File: src/rtl/div_unit_32bit.sv
// -----------------------------------------------------------------------------
// div_unit_32bit
//
// Iterative 32-bit divider for RV32M DIV/DIVU/REM/REMU. It uses restoring
// division and produces one quotient bit per cycle. It has no subtractor of its
// own. While dividing, it drives the core's shared add/subtract stage through
// add_a/add_b/add_sub and uses add_sum/add_cout in the same cycle.
//
// Sequence per operation: IDLE -> PREP -> DIV (32 cycles) -> FIX -> IDLE.
// A divide by zero skips DIV.
//
// Ports
//   clk       rising-edge clock
//   rst       asynchronous, active-high reset
//   start     launch request, only looked at in IDLE
//   op        00 DIV, 01 DIVU, 10 REM, 11 REMU
//   dividend  rs1 operand, captured with start
//   divisor   rs2 operand, captured with start
//   busy      high from the cycle after start is accepted until the done cycle
//   done      one-cycle result-valid pulse
//   result    quotient or remainder, held until the next done
//   add_a     shared adder operand A (0 outside DIV)
//   add_b     shared adder operand B (0 outside DIV)
//   add_sub   shared adder mode, 1 = A - B (0 outside DIV)
//   add_sum   shared adder result
//   add_cout  shared adder carry-out, 1 = no borrow
// -----------------------------------------------------------------------------
module div_unit_32bit (
  input  logic        clk,
  input  logic        rst,
  input  logic        start,
  input  logic [1:0]  op,
  input  logic [31:0] dividend,
  input  logic [31:0] divisor,
  output logic        busy,
  output logic        done,
  output logic [31:0] result,
  output logic [31:0] add_a,
  output logic [31:0] add_b,
  output logic        add_sub,
  input  logic [31:0] add_sum,
  input  logic        add_cout
);

  typedef enum logic [1:0] {
    S_IDLE,
    S_PREP,
    S_DIV,
    S_FIX
  } state_t;

  state_t      state;
  state_t      state_next;

  logic [1:0]  op_q;
  logic [31:0] dvd_q;     // original dividend, kept for the divide-by-zero REM result
  logic [31:0] dvs_q;     // raw divisor until PREP, then |divisor|
  logic [31:0] quo;       // dividend bits shift out of the top, quotient bits shift in at the bottom
  logic [31:0] rem;
  logic [4:0]  cnt;
  logic        neg_q;
  logic        neg_r;
  logic        bypass;

  logic        is_signed;
  logic [31:0] dvd_abs;
  logic [31:0] dvs_abs;
  logic [31:0] shifted;
  logic        take;
  logic [31:0] quo_fix;
  logic [31:0] rem_fix;

  // Datapath helpers. Every output depends only on registered state, except
  // take, which also needs the adder carry.
  always_comb begin
    is_signed = ~op_q[0];
    dvd_abs   = (is_signed && dvd_q[31]) ? (32'd0 - dvd_q) : dvd_q;
    dvs_abs   = (is_signed && dvs_q[31]) ? (32'd0 - dvs_q) : dvs_q;
    shifted   = {rem[30:0], quo[31]};
    // rem[31] is bit 32 of the shifted partial remainder. When it is set, the
    // remainder is above any 32-bit divisor, so the subtraction is always taken.
    take      = rem[31] | add_cout;
    quo_fix   = neg_q ? (32'd0 - quo) : quo;
    rem_fix   = neg_r ? (32'd0 - rem) : rem;
  end

  // State register.
  // NOTE: sequential state uses non-blocking assignments. All flops then
  // update together, and readers in the same edge see the old values.
  always_ff @(posedge clk or posedge rst) begin
    if (rst) state <= S_IDLE;
    else     state <= state_next;
  end

  // Next-state logic.
  // NOTE: every always_comb output gets a default first. This prevents any
  // path from leaving a value unassigned and inferring a latch.
  always_comb begin
    state_next = state;
    case (state)
      S_IDLE: if (start) state_next = S_PREP;
      S_PREP: state_next = (dvs_q == 32'd0) ? S_FIX : S_DIV;
      S_DIV:  if (cnt == 5'd31) state_next = S_FIX;
      S_FIX:  state_next = S_IDLE;
      default: state_next = S_IDLE;
    endcase
  end

  // Shared adder drive. It is active only during the iterations and idle at zero.
  always_comb begin
    add_a   = 32'd0;
    add_b   = 32'd0;
    add_sub = 1'b0;
    if (state == S_DIV) begin
      add_a   = shifted;
      add_b   = dvs_q;
      add_sub = 1'b1;
    end
  end

  // Datapath and registered outputs.
  always_ff @(posedge clk or posedge rst) begin
    if (rst) begin
      op_q   <= 2'd0;
      dvd_q  <= 32'd0;
      dvs_q  <= 32'd0;
      quo    <= 32'd0;
      rem    <= 32'd0;
      cnt    <= 5'd0;
      neg_q  <= 1'b0;
      neg_r  <= 1'b0;
      bypass <= 1'b0;
      busy   <= 1'b0;
      done   <= 1'b0;
      result <= 32'd0;
    end else begin
      done <= 1'b0;
      case (state)
        S_IDLE: begin
          if (start) begin
            op_q  <= op;
            dvd_q <= dividend;
            dvs_q <= divisor;
            busy  <= 1'b1;
          end
        end
        S_PREP: begin
          quo    <= dvd_abs;
          dvs_q  <= dvs_abs;
          rem    <= 32'd0;
          cnt    <= 5'd0;
          neg_q  <= is_signed & (dvd_q[31] ^ dvs_q[31]);
          neg_r  <= is_signed & dvd_q[31];
          bypass <= (dvs_q == 32'd0);
        end
        S_DIV: begin
          rem <= take ? add_sum : shifted;
          quo <= {quo[30:0], take};
          cnt <= cnt + 5'd1;
        end
        S_FIX: begin
          if (bypass) result <= op_q[1] ? dvd_q : 32'hFFFF_FFFF;
          else        result <= op_q[1] ? rem_fix : quo_fix;
          bypass <= 1'b0;
          busy   <= 1'b0;
          done   <= 1'b1;
        end
        default: ;
      endcase
    end
  end

endmodule
File: config.mk
export PLATFORM = sky130hd
export DESIGN_NAME = div_unit_32bit
export DESIGN_NICKNAME = d
export VERILOG_FILES = /design/src/rtl/div_unit_32bit.sv
export SDC_FILE = /design/constraint.sdc
export NUM_CORES = 1
export LEC_CHECK = 0
export BUFFER_PORTS_ARGS = -buffer_cell sky130_fd_sc_hd__buf_2
export CAP_MARGIN = 5
export CORE_MARGIN = 4
export CORE_UTILIZATION = 35
export CTS_BUF_LIST = sky130_fd_sc_hd__clkbuf_16
export CTS_CLUSTER_DIAMETER = 120
export CTS_CLUSTER_SIZE = 10
export DETAILED_ROUTE_END_ITERATION = 8
export MAX_ROUTING_LAYER = met4
export SKIP_CTS_REPAIR_TIMING = 1
export SYNTH_ARGS = -nofsm -noshare
export SYNTH_HDL_FRONTEND = slang
export SYNTH_SLANG_ARGS = --single-unit
File: constraint.sdc
create_clock -name clk -period 5.3 [get_ports clk]
set_input_delay 0.265 -clock clk [delete_from_list [all_inputs] [get_ports clk]]
set_output_delay 0.265 -clock clk [all_outputs]
set_load 0.1 [all_outputs]
Yosys cells after proc, flatten, opt, wreduce, memory -nomap -nowiden:

Index checks and enable logic that the tools add are counted.

* register bits: 174
* output and inout bits: 99
* word-level logic and storage cells: 66

* $add $sub $neg: 5
* eq/ne operators: 7
* mux-type cells: 24
* bitwise operators: 5
* reductions and logical operators: 12

Operators by type and width (count)
* $mux W32: 11
* $pmux W32 S2: 3
* $sub A1 B32 Y32 const A: 4
* $logic_not A32 Y1: 1
* $pmux W5 S2: 1
* $pmux W2 S4: 1
* $reduce_bool A2 Y1: 4
* $ne A2 B2 Y1 const B: 3
* $reduce_and A2 Y1: 3
* $add A5 B1 Y5 const B: 1
* $eq A5 B5 Y1 const B: 1
* $eq A2 B2 Y1 const B: 2
* $mux W1: 4
* $mux W2: 2
* $pmux W1 S2: 2
* $reduce_and A3 Y1: 1
* $and A1 B1 Y1: 2
* $eq A2 B1 Y1 const B: 1
* $logic_and A1 B1 Y1: 2
* $logic_not A2 Y1: 1
* $not A1 Y1: 1
* $or A1 B1 Y1: 1
* $xor A1 B1 Y1: 1

Logic depth before layout (Yosys ltp):

Gate-level depths: netlist of run 1.

* depth in word-level cells: 4
* gate-level depth with buffers: 10

Worst setup path after synthesis of run 1:

Ideal clock, no wire load.

* kind: reg-to-output
* start: register state[0]
* end: output port add_a[10]
* data arrival time: 3.324 ns
* setup slack: 1.711 ns
* cell stages (with the launch flop): 8
* buffers on the path: 3
* cell sequence: dfrtp_1 > inv_1 > ha_1 > clkbuf_1 > inv_1 > clkbuf_1 > buf_1 > nor2_1

* word-level cells in the longest chain between the ends: 2

Ends and longest elaborated chain
* start, declared: RTL line 52 `state_t state;`
* start signal, assigned: RTL line 92 `else state <= state_next;`
* $eq A2 B2 Y1: RTL line 114 `if (state == S_DIV) begin`
* $mux W32: RTL line 114
* end, declared: RTL line 38 `output logic [31:0] add_a,`

Every way passes these cells.

Final worst setup path of run 1:

* start: register state[0]
* end: output port add_a[20]

Same word-level chain as after synthesis.

==> flow_summary.yaml, run 1 <==
cts:
  cts_max_path_buffers: 2
  clock_sinks: 174
  root_buffer: "clkbuf_16"
  cts_made_buffers: 17
  htreeDepth: 4
  clkLatencyLatePin_ns: 0.45
  clk_pin_slew_ns: 0.08
  cts_tree: "built"
sta:
  layout_min_cycle_time_ns: 3.22
  maxSlewViolCount: 0
  rsz0062_at_grt: "no"
  max_slew_margin: 0.166
  finalSetupTns_ns: 0
  setup_viol: 0
  hold_violations: 0
  clock_skew_ns: 0.0147
  fin_crit_sh: 0.607
  max_freq_mhz: 311
  tightest_slew_ns: 1.25
drt:
  initialDrtViolationCount: 792
  via_count: 10000
  dr.pass1.iters: 6
  ant_nets: 0
  routed_wl_mm: 35.5
  drc: 0
  wl_per_cell_um: 20.2
  via_per_inst: 5.70
floorplanning:
  rows: 63
  dieWidth_um: 183
  die_y_um: 183
  die-area_um2: 33500
  ios: 201
  start_util: 0.358
  fp.coreArea_um2: 30000
setup_path:
  critPathCaptureType: "primary output"
  critPathRequiredTime_ns: 5.04
  path_class: "reg2out"
  crit_arrival_ns: 2.95
  start_kind: "flop"
  path_cells: "inv_1 > ha_2 > inv_1 > buf_4 > nor2_1 > buf_2"
  critPathMaxFanout: 45
  cp_common_cell: "inv_1"
  cp_slowest_cell: "ha_2"
  slowest_delay_ns: 0.63
finish:
  stdcell_count: 1759
  layout.nets: 1466
  mostFrequentLayoutCell: "buf_2"
  syn_to_final_growth_pct: 17.7
  drive_above_1_share: 0.227
  most-common-layout-cells: "buf_2, dfrtp_1, nor2_1"
  fin_util: 0.422
synth:
  synthTopCellsByArea: "dfrtp_1, mux2_2, o22ai_1, xnor2_1, o21ai_0"
  synth.cell_area_um2: 10700
  ys_ff_latch: 174
  yosysTopAreaCellShare: 0.406
  synth.distinct_cells: 58
  synth-edff-count: 0
  seq_area_frac_synth: 0.406
  async_reset_ff_frac: 1.00
  postSynthCellCount: 1208
  yosys.area.top_type: "dfrtp_1"
  ys_warn_count: 0
  avgSynthCellArea_um2: 8.89
  syn_nets: 1320
  ys.flop_type: "dfrtp_1"
global_route:
  antenna_found_initial: 2
  grt_util_met3: 0.0424
  track_usage: 0.213
  grt_pass1_vias: 9799
  grt_pass1_wl_mm: 55.6
  top_usage_layer: "met2"
  met2_usage: 0.337
  grt_max_degree: 74
  overflow: 0
  gr-usage-met1: 0.276
status:
  status: "finished clean"
run:
  drv_cap: 0
place:
  dp_hpwl_mm: 24.8
  portBuffers: 200
  place_inst: 1723
  gp_congestion: 0.890
hold_path:
  hp-class: "in2reg"
==> cell families (layout without fill, tap and decap cells) <==
kind of cell               Yosys count  count (layout)  share of synthesized area
xor gates and xnor gates            80              80                     0.0653
buffers and inverters              155             314                     0.0550
and+or+nand+nor                    343             343                      0.159
adders and majority gates           10              10                     0.0117
other                                0               2                          0
muxes                               89              89                     0.0887
DFF                                174             174                      0.406
AOI/OAI and AO/OA                  357             357                      0.215
==> registers in the layout, indices dropped and copies added, names as in the netlist <==
signal / cells
busy: 1
bypass: 1
cnt: 5
done: 1
dvd_q: 32
dvs_q: 32
neg_q: 1
neg_r: 1
op_q: 2
quo: 32
rem: 32
result: 32
state: 2
==> layer usage <==
metal  wire length (µm)  part of all wire  vias up
met5                  0                 0        -
met3               2530             0.071       46
li1                   -                 -     4712
met2              16800              0.47      414
met1              15200              0.43     4852
met4                971             0.027        0
==> Yosys cell counts, types with 23 or more instances <==
master    number
o41ai_1       27
nand2_1       81
a21oi_1       55
o22ai_1       85
nor3_1        26
xnor2_1       60
nand3_1       23
dfrtp_1      174
clkbuf_1      74
o21ai_0       88
nor2_1        95
inv_1         68
mux2i_1       40
and2_1        32
mux2_2        49
==> worst max-delay path: cells and delay by family (launching register included) <==
family | cells | cell delay (ns)
fa+ha+maj | 1 | 0.63
buf+inv | 4 | 1.24
simple gates | 1 | 0.16
flops | 1 | 0.43
==> per-stage QoR <==
| step | setup WS, ns | area (µm²) | hold slack, ns |
|---|---|---|---|
| final | 2.08 | 12600 | 0.0446 |
| after detailed placement | 2.24 | 12000 | 0.440 |
| after global placement | 2.38 | 12000 | 0.429 |
| after CTS | 2.05 | 12600 | -0.0398 |
| after global routing | 1.87 | 12600 | 0.0291 |
| after floorplan | 0.318 | 10700 | 0.416 |
==> worst paths after layout <==
check                      slack, ns                     end  cells past startpoint                  start
setup / recovery                2.08               add_a[20]                      6   state[0]$_DFFE_PP0P_
hold / removal                  0.04   dvd_q[11]$_DFFE_PP0P_                      2           dividend[11]
setup reg to reg                2.13  result[26]$_DFFE_PP0P_                      6     quo[2]$_DFFE_PP0P_
hold reg to reg                 0.49   result[3]$_DFFE_PP0P_                      1  result[3]$_DFFE_PP0P_
max in group asynchronous       3.57      bypass$_DFFE_PP0P_                      4                    rst
min in group asynchronous       0.48      rem[3]$_DFFE_PP0P_                      3                    rst
==> final cells by class <==
class / instances / area [µm²]
Sequential cell: 174 / 4350
Inverter: 69 / 264
Clock inverter: 15 / 168
Tap cell: 390 / 488
Multi-Input combinational cell: 879 / 5820
Antenna cell: 2 / 5.00
Timing Repair Buffer: 213 / 1110
Fill cell: 3045 / 17300
Clock buffer: 17 / 425
Power of run 1 is left out: the tool's default activity adds up to more than one toggle a clock period on the data nets, which glitch-free logic cannot reach.
==> run 2: changes to the inputs <==
==> constraint.sdc (replaced) <==
create_clock -name clk -period 2.6 [get_ports clk]
set_input_delay 0.13 -clock clk [delete_from_list [all_inputs] [get_ports clk]]
set_output_delay 0.13 -clock clk [all_outputs]
set_load 0.1 [all_outputs]
==> flow_summary.yaml, run 2 (synthesis results as in run 1) <==
setup_path:
  path_cells: "or4_4 > or4_4 > or2_4 > o41ai_4 > xnor2_1 > a221oi_2"
  critPathMaxFanout: 10
  cp_common_cell: "or4_4"
  start_kind: "flop"
  crit_arrival_ns: 2.85
  r2r_slack_ns: 0.11
  critPathCaptureType: "flop"
  critPathRequiredTime_ns: 2.96
  slowest_delay_ns: 0.56
  cp_slowest_cell: "or4_4"
  path_class: "reg2reg"
sta:
  setup_viol: 0
  layout_min_cycle_time_ns: 2.49
  max_freq_mhz: 402
  finalSetupTns_ns: 0
  max_slew_margin: 0.529
  fin_crit_sh: 0.957
  tightest_slew_ns: 0.706
  hold_violations: 18
  rsz0062_at_grt: "yes"
  clock_skew_ns: 0.0137
  holdWs_ns: -0.0325
  maxSlewViolCount: 0
status:
  violations: "negative hold slack"
  status: "finished with violations"
run:
  drv_cap: 0
global_route:
  overflow: 0
  grt_pass1_vias: 9880
  grt_max_degree: 81
  track_usage: 0.214
  antenna_found_initial: 2
  grt_pass1_wl_mm: 55.4
floorplanning:
  ios: 201
  die-area_um2: 33500
  dieWidth_um: 183
  fp.coreArea_um2: 30000
  rows: 63
  start_util: 0.358
  die_y_um: 183
finish:
  register_area_um2: 4350
  layout.nets: 1582
  multi_input_area_um2: 5890
  syn_to_final_growth_pct: 33.2
  mostFrequentLayoutCell: "dfrtp_1"
  design_area_um2: 14300
  most-common-layout-cells: "dfrtp_1, buf_2, nor2_1, o21ai_0, o22ai_1"
  nFillCells: 2878
  drive_above_1_share: 0.262
drt:
  via_per_inst: 5.59
  initialDrtViolationCount: 820
  via_count: 10500
  wl_per_cell_um: 19.3
  ant_nets: 0
  dr.pass1.iters: 6
  drc: 0
  routed_wl_mm: 36.1
place:
  portBuffers: 200
  dp_hpwl_mm: 26.4
  placed_area_um2: 13100
  gp_congestion: 0.925
cts:
  root_buffer: "clkbuf_16"
  cts_made_buffers: 17
  cts_max_path_buffers: 2
  clock_sinks: 174
  clk_pin_slew_ns: 0.08
  htreeDepth: 4
  cts_tree: "built"
  clkLatencyLatePin_ns: 0.45
hold_path:
  hp-class: "in2reg"
==> run 2: cell count changes in the layout (fill, tap and decap cells not counted), moves of 4 or more <==
cell / previous run / this run
buf_4: 11 / 62
nor2_1: 94 / 87
nor2_2: 0 / 4
buf_2: 200 / 163
inv_8: 6 / 2
and2_2: 0 / 12
buf_12: 0 / 42
and2_1: 32 / 20
dlygate4sd3_1: 1 / 62
==> run 2: worst paths after layout <==
check	startpoint	to	depth (start not counted)
min	add_sum[5]	rem[5]$_DFFE_PP0P_	3
max reg2reg	rem[11]$_DFFE_PP0P_	result[24]$_DFFE_PP0P_	6
min reg2reg	cnt[3]$_DFFE_PP0P_	cnt[3]$_DFFE_PP0P_	1
max	rem[11]$_DFFE_PP0P_	result[24]$_DFFE_PP0P_	6
min in group asynchronous	rst	rem[31]$_DFFE_PP0P_	3
max in group asynchronous	rst	quo[17]$_DFFE_PP0P_	4
==> run 2: cell type report <==
type | count | area share
Multi-Input combinational cell | 879 | 0.412
Sequential cell | 174 | 0.305
Timing Repair Buffer | 329 | 0.192
Tap cell | 390 | 0.0341
Clock buffer | 17 | 0.0298
Inverter | 69 | 0.0184
Clock inverter | 15 | 0.00901
Antenna cell | 2 | 0.000350
==> run 2: routing by layer <==
metal	GRT usage	wire length [µm]
met1	0.268	15300
met2	0.339	17200
met3	0.0534	2580
met4	0.0745	1080
met5	-	0
==> run 2: stage by stage <==
stage / utilization / setup WS, ns / std cells
after detailed placement: 0.437 / 0.113 / 1779
after global placement: 0.437 / 0.142 / 1779
after CTS: 0.456 / 0.0959 / 1811
final: 0.477 / 0.111 / 1875
after floorplan: - / -0.601 / 1208
after global routing: 0.477 / -0.0238 / 1875
==> run 2: worst max-delay path, delay by kind of cell (launching register included) <==
family	cells	cell delay, ns
and+or+nand+nor	3	1.36
AOI/OAI and AO/OA	2	0.49
DFF	1	0.44
xor gates and xnor gates	1	0.12
Power of run 2 is left out for the same reason.
==> run 3: changes to the inputs <==
--- a/config.mk
+++ b/config.mk
@@ -14,6 +14,7 @@
 export CTS_CLUSTER_SIZE = 10
 export DETAILED_ROUTE_END_ITERATION = 8
 export MAX_ROUTING_LAYER = met4
+export RECOVER_POWER = 50
 export SKIP_CTS_REPAIR_TIMING = 1
 export SYNTH_ARGS = -nofsm -noshare
 export SYNTH_HDL_FRONTEND = slang
==> flow_summary.yaml, run 3 (synthesis results as in run 1) <==
cts:
  htreeDepth: 4
  clkLatencyLatePin_ns: 0.45
  clock_sinks: 174
  root_buffer: "clkbuf_16"
  clk_pin_slew_ns: 0.08
  cts_max_path_buffers: 2
  cts_tree: "built"
  cts_made_buffers: 17
setup_path:
  crit-reg2reg-launch: "rem[11]$_DFFE_PP0P_"
  crit_arrival_ns: 2.85
  critPathCaptureType: "flop"
  path_class: "reg2reg"
  critPathRequiredTime_ns: 2.96
  critPathLaunch: "rem[11]$_DFFE_PP0P_"
  ff2ff_path_depth: 6
  start_kind: "flop"
  critPathMaxFanout: 10
global_route:
  grt_pass1_wl_mm: 55.4
  antenna_found_initial: 2
  overflow: 0
  grt_max_degree: 81
  grt_pass1_vias: 9880
  track_usage: 0.214
finish:
  stdcell_count: 1875
  drive_above_1_share: 0.237
  mostFrequentLayoutCell: "dfrtp_1"
  most-common-layout-cells: "dfrtp_1, buf_2, nor2_1, o21ai_0, o22ai_1"
  syn_to_final_growth_pct: 32.2
  layout.nets: 1582
floorplanning:
  fp.coreArea_um2: 30000
  rows: 63
  dieWidth_um: 183
  die_y_um: 183
  die-area_um2: 33500
  ios: 201
  start_util: 0.358
drt:
  dr.pass1.iters: 5
  via_per_inst: 5.59
  initialDrtViolationCount: 809
  wl_per_cell_um: 19.3
  drc: 0
  ant_nets: 0
  via_count: 10500
  routed_wl_mm: 36.1
place:
  portBuffers: 200
  gp_congestion: 0.925
  place_inst: 1779
  dp_hpwl_mm: 26.4
hold_path:
  hold_start: "add_sum[5]"
  hold_depth: 3
  hp-class: "in2reg"
sta:
  tightest_slew_ns: 1.35
  max_freq_mhz: 401
  clock_skew_ns: 0.0138
  fin_crit_sh: 0.958
  holdWs_ns: -0.0298
  finalSetupTns_ns: 0
  max_slew_margin: 0.105
  rsz0062_at_grt: "yes"
  maxSlewViolCount: 0
  layout_min_cycle_time_ns: 2.49
  setup_viol: 0
  hold_violations: 17
status:
  status: "finished with violations"
  violations: "negative hold slack"
run:
  drv_cap: 0
-- run 3: changes by cell type in the layout (fill, tap and decap cells not counted), sizes merged --
cell / previous run / this run
buf: 267 / 227
clkbuf: 17 / 57
-- run 3: critical path, stage by stage (launching register included) --
cell and delay (ns):
dfrtp_1 0.43, or4_4 0.56, or4_4 0.51, or2_4 0.29, o41ai_4 0.22, xnor2_1 0.12, a221oi_2 0.27
-- run 3: per-stage QoR --
step	hold slack, ns	area, µm²	util	setup WS [ns]
CTS	-0.221	13600	0.456	0.0959
finish	-0.0298	14200	0.474	0.109
floorplan	0.281	10800	-	-0.601
global placement	0.247	13100	0.437	0.142
global route	0.00144	14200	0.474	-0.0238
detailed placement	0.256	13100	0.437	0.113
-- run 3: layout make-up --
type,instances,area [µm²]
fill,2904,15800
timing repair buffer,329,2640
tap,390,488
clock buffer,17,425
clock inverter,15,129
inverter,69,260
antenna,2,5.00
sequential,174,4350
multi-input combinational,879,5890
-- run 3: metal layers --
metal  vias up  wire [µm]  GRT usage
li1       4957          -          -
met1      5089      15200      0.268
met2       389      17100      0.339
met3        55       2760     0.0534
met4         0       1080     0.0745
met5         -          0          -
-- run 3: final timing paths --
kind | slack [ns] | end
worst max-delay path | 0.11 | result[24]$_DFFE_PP0P_
worst min-delay path | -0.03 | rem[5]$_DFFE_PP0P_
worst max register to register | 0.11 | result[24]$_DFFE_PP0P_
worst min register to register | 0.49 | cnt[3]$_DFFE_PP0P_
max in group asynchronous | 0.39 | result[14]$_DFFE_PP0P_
min in group asynchronous | 0.45 | rem[31]$_DFFE_PP0P_
Power of run 3 is left out for the same reason.
